$ cat src/rtl/basemul_seq_pkg.sv
// Shared types and constants for the basemul job sequencer.
package basemul_seq_pkg;

    localparam int PW        = 32;
    localparam int DEPTH_DEF = 8;

    typedef enum logic [2:0] {
        IDLE,
        LOAD_A,
        LOAD_B,
        CAL,
        DRAIN,
        FIN
    } state_e;

    // Number of coefficient pairs in one polynomial.
    function automatic int np_of(input int depth);
        return 1 << (depth - 1);
    endfunction

endpackage

$ cat src/rtl/basemul_seq_cnt.sv
// Saturating pair counter with synchronous clear, last and terminal flags.
module basemul_seq_cnt #(
    parameter int W     = 8,
    parameter int LIMIT = 128
) (
    input  logic         clk_i,
    input  logic         rst_ni,
    input  logic         clr_i,
    input  logic         en_i,
    output logic [W-1:0] cnt_o,
    output logic         last_o,
    output logic         tc_o
);

    logic [W-1:0] cnt_q, cnt_d;

    assign tc_o   = (cnt_q == W'(LIMIT));
    assign last_o = (cnt_q == W'(LIMIT - 1));
    assign cnt_o  = cnt_q;

    always_comb begin
        cnt_d = cnt_q;
        if (clr_i) begin
            cnt_d = '0;
        end else if (en_i && !tc_o) begin
            cnt_d = cnt_q + 1'b1;
        end
    end

    always_ff @(posedge clk_i or negedge rst_ni) begin
        if (!rst_ni) begin
            cnt_q <= '0;
        end else begin
            cnt_q <= cnt_d;
        end
    end

endmodule

$ cat src/rtl/basemul_seq.sv
// Sequencer feeding polynomials A and B into the basemul core and draining results.
module basemul_seq
    import basemul_seq_pkg::*;
#(
    parameter int DEPTH   = DEPTH_DEF,
    parameter int TIMEOUT = 4096
) (
    input  logic             clk,
    input  logic             reset,
    input  logic             start,
    output logic             busy,
    output logic             finish,
    output logic             error,
    output logic             src_en,
    output logic [DEPTH-1:0] src_addr,
    input  logic [PW-1:0]    src_rdata,
    output logic             core_set,
    output logic             core_readin_a,
    output logic             core_readin_b,
    input  logic             core_readin_a_ok,
    input  logic             core_readin_b_ok,
    output logic [PW-1:0]    core_din,
    output logic [DEPTH-1:0] core_in_index,
    output logic             core_full_in_a,
    output logic             core_full_in_b,
    output logic             core_cal_en,
    output logic             core_readout,
    input  logic             core_done,
    input  logic [PW-1:0]    core_dout,
    input  logic [DEPTH-1:0] core_out_index,
    output logic             res_we,
    output logic [DEPTH-2:0] res_addr,
    output logic [PW-1:0]    res_wdata
);

    localparam int NP = np_of(DEPTH);
    localparam int TW = $clog2(TIMEOUT + 1);

    logic [1:0]       rst_sync_q;
    logic             rst_n;
    state_e           state_q, state_d;
    logic [DEPTH-1:0] rd_cnt, wr_cnt;
    logic             rd_last, rd_tc, wr_last, wr_tc;
    logic             ld_a, ld_b, ld_ok, cnt_clr, wr_en, tmo_hit;
    logic             rd_a_q, rd_b_q, last_q, full_a_q, full_b_q;
    logic             err_q, err_d;
    logic [DEPTH-1:0] idx_q;
    logic [TW-1:0]    tmo_q, tmo_d;
    logic             unused_bits;

    // Assert asynchronously, release two clocks after reset rises.
    always_ff @(posedge clk or negedge reset) begin
        if (!reset) begin
            rst_sync_q <= '0;
        end else begin
            rst_sync_q <= {rst_sync_q[0], 1'b1};
        end
    end
    assign rst_n = rst_sync_q[1];

    assign ld_a    = (state_q == LOAD_A);
    assign ld_b    = (state_q == LOAD_B);
    assign ld_ok   = (ld_a && core_readin_a_ok) || (ld_b && core_readin_b_ok);
    assign src_en  = ld_ok && !rd_tc;
    assign cnt_clr = (state_q != state_d);
    assign wr_en   = (state_q == DRAIN) && core_done;
    assign tmo_hit = (tmo_q == TW'(TIMEOUT - 1));

    basemul_seq_cnt #(.W(DEPTH), .LIMIT(NP)) u_ld_cnt (
        .clk_i  (clk),
        .rst_ni (rst_n),
        .clr_i  (cnt_clr),
        .en_i   (src_en),
        .cnt_o  (rd_cnt),
        .last_o (rd_last),
        .tc_o   (rd_tc)
    );

    basemul_seq_cnt #(.W(DEPTH), .LIMIT(NP)) u_dr_cnt (
        .clk_i  (clk),
        .rst_ni (rst_n),
        .clr_i  (cnt_clr),
        .en_i   (wr_en),
        .cnt_o  (wr_cnt),
        .last_o (wr_last),
        .tc_o   (wr_tc)
    );

    always_comb begin
        state_d = state_q;
        err_d   = err_q;
        tmo_d   = '0;
        unique case (state_q)
            IDLE: begin
                if (start) begin
                    state_d = LOAD_A;
                    err_d   = 1'b0;
                end
            end
            LOAD_A: if (full_a_q) state_d = LOAD_B;
            LOAD_B: if (full_b_q) state_d = CAL;
            CAL: begin
                tmo_d = tmo_q + 1'b1;
                if (core_done) begin
                    state_d = DRAIN;
                end else if (tmo_hit) begin
                    state_d = FIN;
                    err_d   = 1'b1;
                end
            end
            DRAIN: if (wr_en && wr_last) state_d = FIN;
            FIN:     state_d = IDLE;
            default: state_d = IDLE;
        endcase
    end

    always_ff @(posedge clk or negedge rst_n) begin
        if (!rst_n) begin
            state_q  <= IDLE;
            err_q    <= 1'b0;
            tmo_q    <= '0;
            rd_a_q   <= 1'b0;
            rd_b_q   <= 1'b0;
            last_q   <= 1'b0;
            idx_q    <= '0;
            full_a_q <= 1'b0;
            full_b_q <= 1'b0;
        end else begin
            state_q  <= state_d;
            err_q    <= err_d;
            tmo_q    <= tmo_d;
            rd_a_q   <= src_en && ld_a;
            rd_b_q   <= src_en && ld_b;
            last_q   <= src_en && rd_last;
            idx_q    <= src_en ? {rd_cnt[DEPTH-2:0], 1'b0} : '0;
            full_a_q <= last_q && rd_a_q;
            full_b_q <= last_q && rd_b_q;
        end
    end

    assign busy     = (state_q != IDLE) && (state_q != FIN);
    assign core_set = busy;
    assign finish   = (state_q == FIN);
    assign error    = err_q;
    assign src_addr = (ld_a || ld_b) ? {ld_b, rd_cnt[DEPTH-2:0]} : '0;

    // Read data arrives the cycle after src_en, aligned with the valid flag.
    assign core_readin_a  = rd_a_q;
    assign core_readin_b  = rd_b_q;
    assign core_din       = (rd_a_q || rd_b_q) ? src_rdata : '0;
    assign core_in_index  = idx_q;
    assign core_full_in_a = full_a_q;
    assign core_full_in_b = full_b_q;
    assign core_cal_en    = (state_q == CAL);
    assign core_readout   = (state_q == DRAIN);

    assign res_we    = wr_en;
    assign res_addr  = wr_en ? core_out_index[DEPTH-1:1] : '0;
    assign res_wdata = wr_en ? core_dout : '0;

    assign unused_bits = ^{rd_cnt[DEPTH-1], wr_cnt, wr_tc, core_out_index[0]};

endmodule

$ cat config.mk
export PLATFORM = sky130hd
export DESIGN_NAME = basemul_seq
export DESIGN_NICKNAME = d
export VERILOG_FILES = /design/src/rtl/basemul_seq_pkg.sv /design/src/rtl/basemul_seq_cnt.sv /design/src/rtl/basemul_seq.sv
export SDC_FILE = /design/constraint.sdc
export NUM_CORES = 1
export LEC_CHECK = 0
export ABC_CLOCK_PERIOD_IN_PS = 2100
export BUFFER_PORTS_ARGS = -buffer_cell sky130_fd_sc_hd__buf_2
export CELL_PAD_IN_SITES_DETAIL_PLACEMENT = 1
export CELL_PAD_IN_SITES_GLOBAL_PLACEMENT = 2
export CORE_MARGIN = 8
export CORE_UTILIZATION = 23
export DETAILED_ROUTE_END_ITERATION = 12
export PLACE_DENSITY = 0.76
export SLEW_MARGIN = 20
export SYNTH_ARGS = -nofsm -noshare
export SYNTH_HDL_FRONTEND = slang
export SYNTH_HIERARCHICAL = 1
export SYNTH_SLANG_ARGS = --single-unit
$ cat constraint.sdc
create_clock -name clk -period 2.1 [get_ports clk]
set_input_delay 0.21 -clock clk [delete_from_list [all_inputs] [get_ports clk]]
set_output_delay 0.21 -clock clk [all_outputs]
set_load 0.01 [all_outputs]
==> run summary, run 1 <==
height of the die - 127 um
Leakage Power - 2.29 nW
number of violations of the max-capacitance limit - 0
category of the worst setup path launch point - flop
die area - 16200 sq um
setup total negative slack - 0 ns
Final Cycle Share - 97.3%
kind of end point of the critical path - flop
total power draw - 0.00300 W
total number of H-tree levels - 2
pwr dens - 690 nW/um^2
clock tree from TritonCTS - done
number of top-level design ports - 177
Clk Tree Root Cell - sky130_fd_sc_hd__clkbuf_16
critical path start-end classification - reg2reg
required time at the worst-slack endpoint - 2.31 ns
post-layout instance area - 4350 sq um
Core Footprint - 12100 sq um
DRT antenna net count - 0
top fanout value on the critical path - 4
kind of path behind the tightest hold check - reg2async
Die W - 127 um
worst IR drop on VDD - 0.426 mV
total count of hold-check failures in the final report - 0
instance count after placement with tap cells included - 668
clock net sink count - 47
cell count after synthesis - 316
post-placement cell area - 4080 sq um
wire length after detailed routing - 10.7 mm
CTS max path bufs - 2
final number of max-transition violations - 0
number of buffers added on ports - 174
final setup skew - 0.00907 ns
clock-pin transition on the worst setup and hold timing paths - 0.07 ns
number of antenna cells inserted - 0
result of the run - finished, final reports clean
wire length of the first global-routing pass - 16.5 mm
Initial Util - 23.7%
Mapped Nets - 399
total number of vias - 2937
detailed-route DRC error count - 0
TritonCTS Buffers - 5
post-route minimum period - 2.04 ns
number of vias per cell - 4.31
largest net degree at the start of global routing - 33
Final setup viols - 0
number of filler cells placed in the layout - 1466
vias in the first global route - 3112
share of cells above drive strength 1 - 46.3%
aggregate global routing overflow - 0
FF-to-FF Start - u_ld_cnt/cnt_o[1]
Data arrival, critical path - 2.26 ns
relative area change from synthesis to final layout - 52.3%
Routed WL per cell - 15.7 um
Synth warnings - 6
combined global-route utilization of all metal layers - 12.6%
achievable clock frequency - 490 MHz
count of nets after finishing - 596
half-perimeter wire length of the detailed placement result - 8.81 mm
row count - 40
worst-skew pair later-pin latency - 0.29 ns
final RePlAce weighted congestion - 0.860
detailed router's first-iteration violation count - 92
antenna violations before repair - 0
count of placed standard cells in the final layout, fillers left out - 682
startpoint of the most critical setup path - u_ld_cnt/cnt_o[1]
number of optimization iterations in the first detailed-route pass - 4
post-synthesis instance area - 2860 sq um
syn avg cell area - 9.04 sq um
==> worst paths after layout <==
path	endpoint	slack, ns	cells past startpoint
setup / recovery	u_ld_cnt/cnt_o[7]	0.06	9
hold / removal	u_ld_cnt/cnt_o[0]	0.18	0
setup reg to reg	u_ld_cnt/cnt_o[7]	0.06	9
hold reg to reg	u_ld_cnt/cnt_o[0]	0.18	0
max in group asynchronous	core_full_in_a	1.43	1
min in group clk	error	0.28	4
==> cell usage in the layout (no fill, tap or decap), types with 2 or more instances in the layout <==
master                      instances
sky130_fd_sc_hd__dfrtp_1           46
sky130_fd_sc_hd__nand4_4            2
sky130_fd_sc_hd__conb_1             2
sky130_fd_sc_hd__nand2_1           15
sky130_fd_sc_hd__nor2_1            21
sky130_fd_sc_hd__nand2b_1           8
sky130_fd_sc_hd__a211o_2            2
sky130_fd_sc_hd__o21ai_1            4
sky130_fd_sc_hd__nand3_1            9
sky130_fd_sc_hd__bufinv_16          2
sky130_fd_sc_hd__nor2b_1           34
sky130_fd_sc_hd__inv_2              3
sky130_fd_sc_hd__buf_6              5
sky130_fd_sc_hd__mux2i_1            2
sky130_fd_sc_hd__or3_1              8
sky130_fd_sc_hd__a21oi_1           14
sky130_fd_sc_hd__nor4_1             2
sky130_fd_sc_hd__buf_4             25
sky130_fd_sc_hd__clkbuf_16          5
sky130_fd_sc_hd__and4bb_2           2
sky130_fd_sc_hd__o21ai_0            9
sky130_fd_sc_hd__inv_1              7
sky130_fd_sc_hd__nor2_2             2
sky130_fd_sc_hd__and2_1            57
sky130_fd_sc_hd__nand4_1            5
sky130_fd_sc_hd__ha_1               4
sky130_fd_sc_hd__xnor2_1            5
sky130_fd_sc_hd__nand3b_1           2
sky130_fd_sc_hd__nor4_2             2
sky130_fd_sc_hd__mux2_4             2
sky130_fd_sc_hd__nor3_1             6
sky130_fd_sc_hd__a21boi_2           2
sky130_fd_sc_hd__buf_2            173
sky130_fd_sc_hd__xor2_1             9
==> cell type report <==
cell class | instances | area [sq um] | share of cell area, %
Sequential cell | 47 | 1180 | 27.1
Clock inverter | 2 | 60.1 | 1.38
Clock buffer | 6 | 129 | 2.96
Inverter | 10 | 37.5 | 0.863
Tap cell | 168 | 210 | 4.83
Multi-Input combinational cell | 244 | 1600 | 36.7
Timing Repair Buffer | 205 | 1140 | 26.2
==> per-layer routing <==
layer	part of all wire [%]	up-vias	track usage [%]
met4	0.72	0	2.52
met3	6.3	6	3.12
li1	-	1428	-
met5	0	-	0
met1	43	1416	15.5
met2	50	87	21.6
==> worst max-delay path, stage by stage, from the launching register on <==
cell and delay (ns):
sky130_fd_sc_hd__dfrtp_1 0.39, sky130_fd_sc_hd__inv_2 0.05, sky130_fd_sc_hd__ha_2 0.16, sky130_fd_sc_hd__and4bb_2 0.24, sky130_fd_sc_hd__and2_4 0.16, sky130_fd_sc_hd__nor3_4 0.21, sky130_fd_sc_hd__buf_6 0.15, sky130_fd_sc_hd__nand4_4 0.08
sky130_fd_sc_hd__or3_1 0.36, sky130_fd_sc_hd__a21oi_2 0.17
==> sequential cells by signal, summed over array words and instances (netlist names) <==
name / cells
core_readin_a: 1
core_in_index: 7
error: 1
state_q: 3
last_q: 1
core_full_in_b: 1
core_readin_b: 1
core_full_in_a: 1
rst_sync_q: 2
u_dr_cnt/cnt_o: 8
tmo_q: 13
u_ld_cnt/cnt_o: 8
==> per-stage QoR <==
step                utilization [%]  hold WS, ns  worst slack (ns)
global placement               33.8     -0.00461            0.0486
finish                         36.1        0.176            0.0572
global route                   36.1        0.211           -0.0387
floorplan                         -      -0.0856           -0.0243
CTS                            35.6        0.196            0.0209
detailed placement             33.8     -0.00245           -0.0473
==> timing repair <==
item	4_1_cts	5_1_grt
hold buffers	1	0
pin swaps	1	0
hold endpoints to repair	2	0
setup buffers	2	3
gates resized for setup	1	11
endpoints found under the setup margin	34	43
==> power by group <==
part	total [W]	internal, W	switching (W)
Sequential	0.00101	0.000965	0.0000477
Combinational	0.000963	0.000442	0.000521
Clock	0.00103	0.000683	0.000342
Total	0.00300	0.00209	0.000911
No activity file was read; power rests on OpenSTA's default activity.
==> run 2: changes to the inputs <==
--- a/config.mk
+++ b/config.mk
@@ -13,8 +13,10 @@
 export CORE_UTILIZATION = 23
 export DETAILED_ROUTE_END_ITERATION = 12
 export PLACE_DENSITY = 0.76
+export RECOVER_POWER = 25
 export SLEW_MARGIN = 20
 export SYNTH_ARGS = -nofsm -noshare
 export SYNTH_HDL_FRONTEND = slang
 export SYNTH_HIERARCHICAL = 1
 export SYNTH_SLANG_ARGS = --single-unit
+export TNS_END_PERCENT = 30
==> run summary, run 2 (synthesis results as in run 1) <==
result of the run - complete, but fails checks
violations in the final reports - setup timing
category of the worst setup path launch point - flop
worst IR drop on VDD - 0.590 mV (+38%)
clock net sink count - 47 (unchanged)
Storage cell area - 1180 sq um (unchanged)
final number of max-transition violations - 0 (unchanged)
half-perimeter wire length of the detailed placement result - 9.00 mm (+2.2%)
count of nets after finishing - 594 (-0.34%)
Initial Util - 23.7% (unchanged)
antenna violations before repair - 0 (unchanged)
register containing the most flip-flops in the final layout - tmo_q
kind of path behind the tightest hold check - reg2async
wire length of the first global-routing pass - 17.3 mm (+4.8%)
depth of the worst register-to-register path - 8 (-1)
share of cells above drive strength 1 - 46.3% (about the same)
post-placement cell area - 4050 sq um (-0.61%)
final RePlAce weighted congestion - 0.800 (-6.9%)
largest net degree at the start of global routing - 46 (+39%)
combined global-route utilization of all metal layers - 13.2% (+0.69 points)
Core Footprint - 12100 sq um (unchanged)
least setup slack across all paths after layout - -0.00979 ns (-0.0669 ns)
Routed WL per cell - 16.5 um (+5.1%)
commonest cells after routing, fill and taps aside - sky130_fd_sc_hd__buf_2 (172), sky130_fd_sc_hd__and2_1 (57), sky130_fd_sc_hd__dfrtp_1 (46), sky130_fd_sc_hd__nor2b_1 (34), sky130_fd_sc_hd__buf_4 (24)
top fanout value on the critical path - 4 (unchanged)
achievable clock frequency - 474 MHz (-3.2%)
height of the die - 127 um (unchanged)
count of placed standard cells in the final layout, fillers left out - 680 (-0.29%)
max FFs per register - 13 (unchanged)
post-route minimum period - 2.11 ns (+0.0669 ns)
dpl ws - 0.0232 ns (+0.0705 ns)
CTS max path bufs - 2 (unchanged)
instance count after placement with tap cells included - 663 (-0.75%)
Final setup viols - 1 (+1)
final setup skew - 0.00935 ns (+0.000273 ns)
DRT antenna net count - 0 (unchanged)
number of violations of the max-capacitance limit - 0 (unchanged)
Data arrival, critical path - 2.28 ns (+0.02 ns)
aggregate global routing overflow - 0 (unchanged)
number of filler cells placed in the layout - 1467 (+0.068%)
detailed-route DRC error count - 0 (unchanged)
TritonCTS Buffers - 5 (unchanged)
capture instance of the worst register-to-register path - u_ld_cnt/cnt_o[0]
R2R setup slack - -0.01 ns (-0.07 ns)
die area - 16200 sq um (unchanged)
critical path start-end classification - reg2reg
kind of end point of the critical path - flop
Leakage Power - 2.26 nW (-1.3%)
wire length after detailed routing - 11.2 mm (+4.8%)
total power draw - 0.00280 W (-6.6%)
number of antenna cells inserted - 0 (unchanged)
total count of hold-check failures in the final report - 0 (unchanged)
clock tree from TritonCTS - done
FF-to-FF Start - u_ld_cnt/cnt_o[0]
required time at the worst-slack endpoint - 2.27 ns (-0.04 ns)
number of buffers added on ports - 174 (unchanged)
total number of H-tree levels - 2 (unchanged)
row count - 40 (unchanged)
setup repair after global routing missed its margin - true
number of vias per cell - 4.33 (+0.46%)
pwr dens - 650 nW/um^2 (-5.8%)
clock-pin transition on the worst setup and hold timing paths - 0.07 ns (about the same)
Max transition margin - 61.2%
Final Cycle Share - 100% (+3.2 points)
Clk Tree Root Cell - sky130_fd_sc_hd__clkbuf_16
detailed router's first-iteration violation count - 78 (-15%)
total number of vias - 2942 (+0.17%)
relative area change from synthesis to final layout - 51.0%
multi-input combinational cell area - 1620 sq um (+1.3%)
number of top-level design ports - 177 (unchanged)
vias in the first global route - 3178 (+2.1%)
post-layout instance area - 4310 sq um (-0.86%)
Die W - 127 um (unchanged)
most common library cell in the layout ignoring fill and taps - sky130_fd_sc_hd__buf_2
number of optimization iterations in the first detailed-route pass - 4 (unchanged)
Worst Max-Slew Pin Slew - 0.577 ns
worst-skew pair later-pin latency - 0.29 ns (about the same)
run 2: layout make-up:
type | instances | share of cell area (%)
inverters | 10 | 0.870
well taps | 168 | 4.87
repair buffers | 203 | 26.2
multi-input cells | 244 | 37.5
flip-flops and latches | 47 | 27.3
clock buffers | 6 | 2.99
clock inverters | 2 | 0.290
run 2: timing repair:
| action | in CTS | in global routing |
|---|---|---|
| buffers inserted | 2 | 6 |
| endpoints found under the hold margin | 2 | 0 |
| gates resized for setup | 0 | 12 |
| pin swaps | 1 | 5 |
| endpoints found under the setup margin | 2 | 16 |
| hold buffers | 1 | 0 |
run 2: how the worst max path moves through the flow:
| stage | end | cells after the start | start |
|---|---|---|---|
| finish | u_ld_cnt/cnt_o[0] | 8 | u_ld_cnt/cnt_o[0] |
| floorplan | u_ld_cnt/cnt_o[5] | 8 | u_ld_cnt/cnt_o[0] |
| CTS | src_en | 7 | u_ld_cnt/cnt_o[1] |
| global placement | u_ld_cnt/cnt_o[5] | 8 | u_ld_cnt/cnt_o[0] |
| global route | u_ld_cnt/cnt_o[6] | 9 | u_ld_cnt/cnt_o[0] |
| detailed placement | u_ld_cnt/cnt_o[5] | 8 | u_ld_cnt/cnt_o[1] |
run 2: where the power goes:
part	internal (W)	switching (W)	total, W	leakage, nW
registers	0.000965	0.0000464	0.00101	0.639
clock network	0.000440	0.000345	0.000785	0.0669
logic	0.000458	0.000549	0.00101	1.56
run 2: through the flow:
stage	TNS, ns	utilization, %	hold WS [ns]
final	-0.00979	35.8	0.213
after global routing	-0.314	35.8	0.242
after CTS	0	35.0	0.221
after detailed placement	0	33.6	-0.00391
after global placement	0	33.6	-0.00364
after floorplan	-0.0285	-	-0.0856
run 2: critical path, stage by stage, from the launching register on:
cell                       delay, ns
sky130_fd_sc_hd__dfrtp_1        0.37
sky130_fd_sc_hd__inv_2          0.05
sky130_fd_sc_hd__ha_2           0.17
sky130_fd_sc_hd__and4bb_2       0.25
sky130_fd_sc_hd__and2_4         0.16
sky130_fd_sc_hd__nor3_4         0.30
sky130_fd_sc_hd__buf_4          0.18
sky130_fd_sc_hd__a21boi_4       0.20
sky130_fd_sc_hd__mux2_4         0.31
run 2: metal layers:
metal  GRT usage (%)  routed length [um]
met5               0                   0
met4            4.48                 240
met3            3.62                 788
met2            23.2                5630
met1            15.2                4570
